### src/rtl/thor_vec_agen_if.sv
// Command, index-fetch and address-beat bundle for thor_vec_agen.
// slave is the address generator's view, master is the issue/VRF/LSU side.
interface thor_vec_agen_if #(
    parameter int AWID   = 32,
    parameter int MAX_VL = 64,
    parameter int IWID   = 64,
    parameter int VLW    = $clog2(MAX_VL + 1)
);
    logic              cmd_valid;
    logic              cmd_ready;
    logic [1:0]        cmd_mode;
    logic [AWID-1:0]   cmd_base;
    logic [AWID-1:0]   cmd_disp;
    logic [AWID-1:0]   cmd_stride;
    logic [1:0]        cmd_esz;
    logic [1:0]        cmd_sc;
    logic [VLW-1:0]    cmd_vl;
    logic [MAX_VL-1:0] cmd_mask;
    logic [AWID-1:0]   cmd_lo;
    logic [AWID-1:0]   cmd_hi;
    logic              idx_req;
    logic [VLW-1:0]    idx_elem;
    logic              idx_valid;
    logic [IWID-1:0]   idx_data;
    logic              ea_valid;
    logic              ea_ready;
    logic [AWID-1:0]   ea;
    logic [VLW-1:0]    ea_elem;
    logic              ea_last;
    logic              abort;
    logic              busy;
    logic              done;
    logic              fault;

    modport slave (
        input  cmd_valid, cmd_mode, cmd_base, cmd_disp, cmd_stride, cmd_esz, cmd_sc,
               cmd_vl, cmd_mask, cmd_lo, cmd_hi, idx_valid, idx_data, ea_ready, abort,
        output cmd_ready, idx_req, idx_elem, ea_valid, ea, ea_elem, ea_last, busy, done, fault
    );

    modport master (
        output cmd_valid, cmd_mode, cmd_base, cmd_disp, cmd_stride, cmd_esz, cmd_sc,
               cmd_vl, cmd_mask, cmd_lo, cmd_hi, idx_valid, idx_data, ea_ready, abort,
        input  cmd_ready, idx_req, idx_elem, ea_valid, ea, ea_elem, ea_last, busy, done, fault
    );
endinterface

### src/rtl/thor_vec_agen.sv
// Sequential vector load/store address generator: one effective address per active element.
// Optional bounds check against [cmd_lo,cmd_hi] is enabled by defining THOR_VAGEN_BOUNDS_CHK_EN.
module thor_vec_agen #(
    parameter int AWID   = 32,
    parameter int MAX_VL = 64,
    parameter int IWID   = 64
) (
    input logic             clk,
    input logic             rst_n,
    thor_vec_agen_if.slave  bus
);
    localparam int VLW = $clog2(MAX_VL + 1);

    typedef enum logic [2:0] {
        S_IDLE  = 3'd0,
        S_SCAN  = 3'd1,
        S_IDX   = 3'd2,
        S_ISSUE = 3'd3,
        S_DONE  = 3'd4
    } state_e;

    state_e            state_q, state_d;
    logic [1:0]        mode_q, mode_d;
    logic [1:0]        esz_q, esz_d;
    logic [1:0]        sc_q, sc_d;
    logic [AWID-1:0]   stride_q, stride_d;
    logic [AWID-1:0]   bd_q, bd_d;
    logic [AWID-1:0]   acc_q, acc_d;
    logic [AWID-1:0]   ea_q, ea_d;
    logic              ea_last_q, ea_last_d;
    logic              fault_q, fault_d;
    logic [VLW-1:0]    elem_q, elem_d;
    logic [MAX_VL-1:0] act_q, act_d;

    logic              accept_s;
    logic              abort_s;
    logic [VLW-1:0]    vl_eff_s;
    logic [AWID-1:0]   bd_cmd_s;
    logic [MAX_VL-1:0] act_cmd_s;
    logic [MAX_VL-1:0] act_sh_s;
    logic [AWID-1:0]   inc_s;
    logic [AWID-1:0]   idx_ea_s;
    logic              oob_cmd_s;
    logic              oob_acc_s;
    logic              oob_idx_s;

    function automatic logic [MAX_VL-1:0] vl_mask_f(input logic [VLW-1:0] vl);
        logic [MAX_VL-1:0] m;
        m = '0;
        for (int k = 0; k < MAX_VL; k++) begin
            m[k] = (k < int'(vl)) ? 1'b1 : 1'b0;
        end
        return m;
    endfunction

    assign accept_s  = (state_q == S_IDLE) && bus.cmd_valid && !bus.abort;
    assign abort_s   = (state_q != S_IDLE) && bus.abort;
    assign vl_eff_s  = (bus.cmd_vl > VLW'(MAX_VL)) ? VLW'(MAX_VL) : bus.cmd_vl;
    assign bd_cmd_s  = bus.cmd_base + bus.cmd_disp;
    assign act_cmd_s = bus.cmd_mask & vl_mask_f(vl_eff_s);
    // Bit 0 is the current element; anything above it is still pending.
    assign act_sh_s  = act_q >> elem_q;
    assign idx_ea_s  = bd_q + (AWID'($signed(bus.idx_data)) << sc_q);

    // Per-element address step; shift instead of multiply for unit stride.
    always_comb begin
        inc_s = '0;
        case (mode_q)
            2'd1:    inc_s = AWID'(1) << esz_q;
            2'd2:    inc_s = stride_q;
            default: inc_s = '0;
        endcase
    end

`ifdef THOR_VAGEN_BOUNDS_CHK_EN
    logic [AWID-1:0] lo_q, lo_d;
    logic [AWID-1:0] hi_q, hi_d;

    function automatic logic oob_f(input logic [AWID-1:0] a, input logic [AWID-1:0] lo,
                                   input logic [AWID-1:0] hi);
        return (a < lo) || (a > hi);
    endfunction

    // Bounds are captured with the command so later elements use the same window.
    always_comb begin
        lo_d = lo_q;
        hi_d = hi_q;
        if (accept_s) begin
            lo_d = bus.cmd_lo;
            hi_d = bus.cmd_hi;
        end else begin
            lo_d = lo_q;
            hi_d = hi_q;
        end
    end

    // Bounds window registers.
    always_ff @(posedge clk or negedge rst_n) begin
        if (!rst_n) begin
            lo_q <= '0;
            hi_q <= '0;
        end else begin
            lo_q <= lo_d;
            hi_q <= hi_d;
        end
    end

    assign oob_cmd_s = oob_f(bd_cmd_s, bus.cmd_lo, bus.cmd_hi);
    assign oob_acc_s = oob_f(acc_q, lo_q, hi_q);
    assign oob_idx_s = oob_f(idx_ea_s, lo_q, hi_q);
    assign bus.fault = fault_q;
`else
    logic unused_bounds_s;
    assign unused_bounds_s = ^{bus.cmd_lo, bus.cmd_hi, fault_q};
    assign oob_cmd_s = 1'b0;
    assign oob_acc_s = 1'b0;
    assign oob_idx_s = 1'b0;
    assign bus.fault = 1'b0;
`endif

    // Next-state and datapath updates; abort overrides everything outside IDLE.
    always_comb begin
        state_d   = state_q;
        mode_d    = mode_q;
        esz_d     = esz_q;
        sc_d      = sc_q;
        stride_d  = stride_q;
        bd_d      = bd_q;
        acc_d     = acc_q;
        ea_d      = ea_q;
        ea_last_d = ea_last_q;
        fault_d   = fault_q;
        elem_d    = elem_q;
        act_d     = act_q;
        if (abort_s) begin
            state_d = S_IDLE;
        end else begin
            case (state_q)
                S_IDLE: begin
                    if (accept_s) begin
                        mode_d    = bus.cmd_mode;
                        esz_d     = bus.cmd_esz;
                        sc_d      = bus.cmd_sc;
                        stride_d  = bus.cmd_stride;
                        bd_d      = bd_cmd_s;
                        acc_d     = bd_cmd_s;
                        ea_d      = bd_cmd_s;
                        act_d     = act_cmd_s;
                        elem_d    = '0;
                        fault_d   = 1'b0;
                        ea_last_d = ((act_cmd_s >> 1) == '0);
                        // Element 0 is resolved here so an active first element issues at T+1.
                        if (bus.cmd_mode == 2'd0) begin
                            ea_last_d = 1'b1;
                            if (oob_cmd_s) begin
                                fault_d = 1'b1;
                                state_d = S_DONE;
                            end else begin
                                state_d = S_ISSUE;
                            end
                        end else if (act_cmd_s[0]) begin
                            if (bus.cmd_mode == 2'd3) begin
                                state_d = S_IDX;
                            end else if (oob_cmd_s) begin
                                fault_d = 1'b1;
                                state_d = S_DONE;
                            end else begin
                                state_d = S_ISSUE;
                            end
                        end else begin
                            state_d = S_SCAN;
                        end
                    end else begin
                        state_d = S_IDLE;
                    end
                end
                S_SCAN: begin
                    ea_d      = acc_q;
                    ea_last_d = ((act_sh_s >> 1) == '0);
                    if (act_sh_s == '0) begin
                        state_d = S_DONE;
                    end else if (act_sh_s[0]) begin
                        if (mode_q == 2'd3) begin
                            state_d = S_IDX;
                        end else if (oob_acc_s) begin
                            fault_d = 1'b1;
                            state_d = S_DONE;
                        end else begin
                            state_d = S_ISSUE;
                        end
                    end else begin
                        elem_d = elem_q + VLW'(1);
                        acc_d  = acc_q + inc_s;
                    end
                end
                S_IDX: begin
                    if (bus.idx_valid) begin
                        ea_d = idx_ea_s;
                        if (oob_idx_s) begin
                            fault_d = 1'b1;
                            state_d = S_DONE;
                        end else begin
                            state_d = S_ISSUE;
                        end
                    end else begin
                        state_d = S_IDX;
                    end
                end
                S_ISSUE: begin
                    if (bus.ea_ready) begin
                        elem_d = elem_q + VLW'(1);
                        acc_d  = acc_q + inc_s;
                        if ((mode_q != 2'd0) && !ea_last_q) begin
                            state_d = S_SCAN;
                        end else begin
                            state_d = S_DONE;
                        end
                    end else begin
                        state_d = S_ISSUE;
                    end
                end
                S_DONE:  state_d = S_IDLE;
                default: state_d = S_IDLE;
            endcase
        end
    end

    // State and datapath registers.
    always_ff @(posedge clk or negedge rst_n) begin
        if (!rst_n) begin
            state_q   <= S_IDLE;
            mode_q    <= 2'd0;
            esz_q     <= 2'd0;
            sc_q      <= 2'd0;
            stride_q  <= '0;
            bd_q      <= '0;
            acc_q     <= '0;
            ea_q      <= '0;
            ea_last_q <= 1'b0;
            fault_q   <= 1'b0;
            elem_q    <= '0;
            act_q     <= '0;
        end else begin
            state_q   <= state_d;
            mode_q    <= mode_d;
            esz_q     <= esz_d;
            sc_q      <= sc_d;
            stride_q  <= stride_d;
            bd_q      <= bd_d;
            acc_q     <= acc_d;
            ea_q      <= ea_d;
            ea_last_q <= ea_last_d;
            fault_q   <= fault_d;
            elem_q    <= elem_d;
            act_q     <= act_d;
        end
    end

    assign bus.cmd_ready = (state_q == S_IDLE);
    assign bus.busy      = (state_q != S_IDLE);
    assign bus.idx_req   = (state_q == S_IDX);
    assign bus.idx_elem  = elem_q;
    assign bus.ea_valid  = (state_q == S_ISSUE);
    assign bus.ea        = ea_q;
    assign bus.ea_elem   = elem_q;
    assign bus.ea_last   = ea_last_q;
    assign bus.done      = (state_q == S_DONE);
endmodule

### src/flat_wrapper.sv
// flat-port wrapper written by rule: the top's interface ports become plain ports
module thor_vec_agen_flat 
#(
    parameter int AWID   = 32,
    parameter int MAX_VL = 64,
    parameter int IWID   = 64
)
  (clk, rst_n, bus_cmd_valid, bus_cmd_mode, bus_cmd_base, bus_cmd_disp, bus_cmd_stride, bus_cmd_esz, bus_cmd_sc, bus_cmd_vl, bus_cmd_mask, bus_cmd_lo, bus_cmd_hi, bus_idx_valid, bus_idx_data, bus_ea_ready, bus_abort, bus_cmd_ready, bus_idx_req, bus_idx_elem, bus_ea_valid, bus_ea, bus_ea_elem, bus_ea_last, bus_busy, bus_done, bus_fault);
  thor_vec_agen_if #(.AWID(AWID), .MAX_VL(MAX_VL), .IWID(IWID)) bus_i ();
  input logic clk;
  input logic rst_n;
  input wire logic [$bits(bus_i.cmd_valid)-1:0] bus_cmd_valid;
  input wire logic [$bits(bus_i.cmd_mode)-1:0] bus_cmd_mode;
  input wire logic [$bits(bus_i.cmd_base)-1:0] bus_cmd_base;
  input wire logic [$bits(bus_i.cmd_disp)-1:0] bus_cmd_disp;
  input wire logic [$bits(bus_i.cmd_stride)-1:0] bus_cmd_stride;
  input wire logic [$bits(bus_i.cmd_esz)-1:0] bus_cmd_esz;
  input wire logic [$bits(bus_i.cmd_sc)-1:0] bus_cmd_sc;
  input wire logic [$bits(bus_i.cmd_vl)-1:0] bus_cmd_vl;
  input wire logic [$bits(bus_i.cmd_mask)-1:0] bus_cmd_mask;
  input wire logic [$bits(bus_i.cmd_lo)-1:0] bus_cmd_lo;
  input wire logic [$bits(bus_i.cmd_hi)-1:0] bus_cmd_hi;
  input wire logic [$bits(bus_i.idx_valid)-1:0] bus_idx_valid;
  input wire logic [$bits(bus_i.idx_data)-1:0] bus_idx_data;
  input wire logic [$bits(bus_i.ea_ready)-1:0] bus_ea_ready;
  input wire logic [$bits(bus_i.abort)-1:0] bus_abort;
  output wire logic [$bits(bus_i.cmd_ready)-1:0] bus_cmd_ready;
  output wire logic [$bits(bus_i.idx_req)-1:0] bus_idx_req;
  output wire logic [$bits(bus_i.idx_elem)-1:0] bus_idx_elem;
  output wire logic [$bits(bus_i.ea_valid)-1:0] bus_ea_valid;
  output wire logic [$bits(bus_i.ea)-1:0] bus_ea;
  output wire logic [$bits(bus_i.ea_elem)-1:0] bus_ea_elem;
  output wire logic [$bits(bus_i.ea_last)-1:0] bus_ea_last;
  output wire logic [$bits(bus_i.busy)-1:0] bus_busy;
  output wire logic [$bits(bus_i.done)-1:0] bus_done;
  output wire logic [$bits(bus_i.fault)-1:0] bus_fault;
  assign bus_i.cmd_valid = bus_cmd_valid;
  assign bus_i.cmd_mode = bus_cmd_mode;
  assign bus_i.cmd_base = bus_cmd_base;
  assign bus_i.cmd_disp = bus_cmd_disp;
  assign bus_i.cmd_stride = bus_cmd_stride;
  assign bus_i.cmd_esz = bus_cmd_esz;
  assign bus_i.cmd_sc = bus_cmd_sc;
  assign bus_i.cmd_vl = bus_cmd_vl;
  assign bus_i.cmd_mask = bus_cmd_mask;
  assign bus_i.cmd_lo = bus_cmd_lo;
  assign bus_i.cmd_hi = bus_cmd_hi;
  assign bus_i.idx_valid = bus_idx_valid;
  assign bus_i.idx_data = bus_idx_data;
  assign bus_i.ea_ready = bus_ea_ready;
  assign bus_i.abort = bus_abort;
  assign bus_cmd_ready = bus_i.cmd_ready;
  assign bus_idx_req = bus_i.idx_req;
  assign bus_idx_elem = bus_i.idx_elem;
  assign bus_ea_valid = bus_i.ea_valid;
  assign bus_ea = bus_i.ea;
  assign bus_ea_elem = bus_i.ea_elem;
  assign bus_ea_last = bus_i.ea_last;
  assign bus_busy = bus_i.busy;
  assign bus_done = bus_i.done;
  assign bus_fault = bus_i.fault;
  thor_vec_agen #(.AWID(AWID), .MAX_VL(MAX_VL), .IWID(IWID)) u_core (.clk(clk), .rst_n(rst_n), .bus(bus_i));
endmodule
### config.mk
export PLATFORM = sky130hd
export DESIGN_NAME = thor_vec_agen_flat
export DESIGN_NICKNAME = d
export VERILOG_FILES = /design/src/rtl/thor_vec_agen_if.sv /design/src/rtl/thor_vec_agen.sv /design/src/flat_wrapper.sv
export SDC_FILE = /design/constraint.sdc
export NUM_CORES = 1
export LEC_CHECK = 0
export ABC_AREA = 1
export BUFFER_PORTS_ARGS = -buffer_cell sky130_fd_sc_hd__buf_2
export CORE_MARGIN = 1
export CORE_UTILIZATION = 52
export DETAILED_ROUTE_END_ITERATION = 6
export PLACE_DENSITY = 0.75
export SLEW_MARGIN = 20
export SYNTH_ARGS = -nofsm -noshare
export SYNTH_HDL_FRONTEND = slang
export SYNTH_SLANG_ARGS = --single-unit
### constraint.sdc
create_clock -name clk -period 3.13 [get_ports clk]
set_input_delay 0.939 -clock clk [delete_from_list [all_inputs] [get_ports clk]]
set_output_delay 0.939 -clock clk [all_outputs]
set_load 0.005 [all_outputs]
==> impl_metrics.ini <==
[floorplan]
start_util = 0.527
die_area_um2 = 38900
ios = 360
core-area_um2 = 37600
die_y_um = 197
num_rows = 71
die_width_um = 197

[power_and_ir_drop]
p_leak_nw = 13.6
peakVddDrop_uv = 577
p_per_area_nw_per_um2 = 1130

[timing]
finalSetupViolations = 7
timing.final.crit_period_ps = 3200
fin_tns_setup_ps = -211
period_share = 1.02
setup_slack_ps = -74.7
finalMaxSlewViolations = 0
fmax_ghz = 0.312
clock_skew_ps = 27.8
finalHoldViolations = 0
worstMarginPinSlew_ps = 1020
rsz0062_at_grt = yes
slew_headroom = 0.317

[global_routing]
grt_pass1_wl_mm = 120
use_met3 = 0.0874
use_met1 = 0.562
grt_antenna_before_repair = 0
grt_use_met2 = 0.588
busiest_layer = met2
gr-usage-all-layers = 0.393
grt_max_degree = 117
grt_pass1_vias = 22483
grt_overflow_total = 0

[outcome]
violations = negative setup slack
outcome = complete, but fails checks

[critical_path]
crit_path_cell_trace = buf_6 -> buf_4 -> mux2i_1 -> o21ai_0 -> ha_1 -> buf_4 -> nand2_1 -> nor2_2 -> inv_1 -> nor3_2 -> nand3_1 -> nand3_1 -> a21oi_1 -> o21ai_1 -> buf_4 -> nand3_1 -> o21ai_0 -> inv_1
r2r_cells = 18
r2r_slack_ps = -70
cp-start-kind = flop
cp-endpoint = u_core.bus.ea[24]$_DFFE_PN0P_
reg2reg_from = u_core.sc_q[0]$_DFFE_PN0P_
cp_max_fo = 6
critPathTopFamily = simple AND/OR/NAND/NOR gates
worst_setup_path_end_kind = flop
timing.rr.end = u_core.bus.ea[24]$_DFFE_PN0P_
crit_required_ps = 3540
slowest_stage = dfrtp_1
cp_num_buf_inv = 6
cp.arrival_ps = 3620
max_stage_delay_ps = 380
crit_type = reg -> reg
crit_start = u_core.sc_q[0]$_DFFE_PN0P_
worst-path-stages = 18

[yosys]
synth-edff-count = 0
synth_simple_gate_area_frac = 0.388
ys.warnings.count = 0
ys_seq_area_frac = 0.264
netlist_instances = 3215
synth.distinct_cells = 48
synthMuxAreaShare = 0.0207
synth_top_family_by_area = simple AND/OR/NAND/NOR gates
synth.avg_cell_area_um2 = 6.16
yosys.area_share.adder = 0.0649
synth_area_um2 = 19800
ys_ff_latch = 209
synthArstFlopShare = 1.00
ys.flop_type = dfrtp_1
synth_compound_area_frac = 0.163
syn_nets = 3623
synth_xor_area_frac = 0.0150

[clock_network]
hold_buffers = 0
insertion_delay_ps = 550
cts_max_path_buffers = 3
htreeDepth = 1
cts_tree = yes
clock_tree.root_cell = clkbuf_16
cts_buffers = 25
cts.sinks = 209
clk_pin_slew_ps = 70

[route]
dr.pass1.iters = 6
drt_iter0_markers = 2732
routedWlPerCell_um = 19.2
viasPerCell = 5.89
drt-total-wl_mm = 81.1
drc = 0
antenna_left = 0
vias = 24922

[layout]
layout-drive-gt1-share = 0.240
fin_nets = 4110
diodes = 0
stdcell_count = 4231
syn_to_final_growth_pct = 31.1

[placed_design]
port_buffers = 262
dp_hpwl_mm = 61.5
gp_congestion = 1.04
dp_cells = 4148

[min_path]
hp-class = in -> async

[run]
cap_violations = 0
## kinds of logic (layout without fill, tap and decap cells)
kind of cell,Yosys count,after routing
AO/OA/AOI/OAI,589,589
AND/OR/NAND/NOR,1828,1828
other,1,1
XOR/XNOR,34,34
multiplexers,41,41
flip-flops,209,209
adder cells (fa/ha/maj),101,101
buffers and inverters,412,917
## state kept, by name, indices dropped and copies added, names as in the netlist
name                count
u_core.esz_q            2
u_core.act_q           64
u_core.bus.ea_last      1
u_core.stride_q        32
u_core.mode_q           2
u_core.bus.ea_elem      7
u_core.sc_q             2
u_core.bus.ea          32
u_core.bd_q            32
u_core.state_q          3
u_core.acc_q           32
## stage by stage
stage	area, µm²	power [mW]	worst slack [ps]	hold WS (ps)	utilization
after floorplan	19800	16.0	5.20	449	-
after global placement	23700	23.1	-433	464	0.630
after detailed placement	23700	23.4	-566	466	0.630
after CTS	24900	26.9	-6.49	365	0.662
after global routing	26000	31.6	-224	384	0.691
final	26000	29.5	-74.7	327	0.691
## what timing repair did
action | CTS | global route
buffers inserted | 16 | 17
gates resized for setup | 74 | 217
gates cloned | 0 | 8
pin swaps | 13 | 57
setup endpoints to repair | 26 | 66
## worst min path at each step
stage                                          from                               to  cells after the start
finish                                        rst_n       u_core.sc_q[1]$_DFFE_PN0P_                      1
floorplan            u_core.stride_q[0]$_DFFE_PN0P_   u_core.stride_q[0]$_DFFE_PN0P_                      2
global placement    u_core.stride_q[30]$_DFFE_PN0P_  u_core.stride_q[30]$_DFFE_PN0P_                      2
detailed placement  u_core.stride_q[17]$_DFFE_PN0P_  u_core.stride_q[17]$_DFFE_PN0P_                      2
CTS                                           rst_n       u_core.sc_q[1]$_DFFE_PN0P_                      1
global route                                  rst_n       u_core.sc_q[0]$_DFFE_PN0P_                      1
## placed cells by master (no fill, tap or decap), types with 30 or more instances in the layout
master     netlist  layout
nand2_1       1109    1072
nand3_1        446     425
buf_4           12     309
buf_2           37     261
inv_1          253     237
o21ai_0        260     221
dfrtp_1        209     205
a21oi_1        208     167
nor2_1         155     140
ha_1            98      80
o211ai_1        43      43
nand4_1         42      42
nand2_2          1      36
a21oi_2          0      35
o21ai_1          9      31
clkbuf_16        0      31
mux2i_1         41      30
## report_power, final
group	internal (mW)	total [mW]	switching (mW)	leakage (nW)
clock	1.67	2.94	1.26	0.396
sequential	3.98	5.35	1.37	2.59
combinational	8.33	21.2	12.8	10.7
total	14.0	29.5	15.5	13.6
## synth_stat cells (25+ instances only)
cell,n,area (µm²)
mux2i_1,41,410
nand2_1,1109,4160
o211ai_1,43,323
inv_1,253,950
nor2_1,155,582
nor3_1,28,140
buf_1,25,93.8
buf_2,37,185
o21ai_0,260,1300
nand3_1,446,2230
ha_1,98,1230
nand4_1,42,263
dfrtp_1,209,5230
clkbuf_1,73,274
a21oi_1,208,1040
## metal layers
metal,part of all wire,vias up
met2,0.42,1393
met5,0,-
met4,0.034,0
met3,0.12,215
li1,-,11741
met1,0.42,11573
## final cells by class
type                            count  area (µm²)
Clock inverter                     12         103
Sequential cell                   209        5240
Fill cell                        3309       11600
Inverter                          261         997
Multi-Input combinational cell   2594       14000
Timing Repair Buffer              611        4350
Tap cell                          511         639
Clock buffer                       33         706
Note: power is estimated with default switching activity, not from simulation.
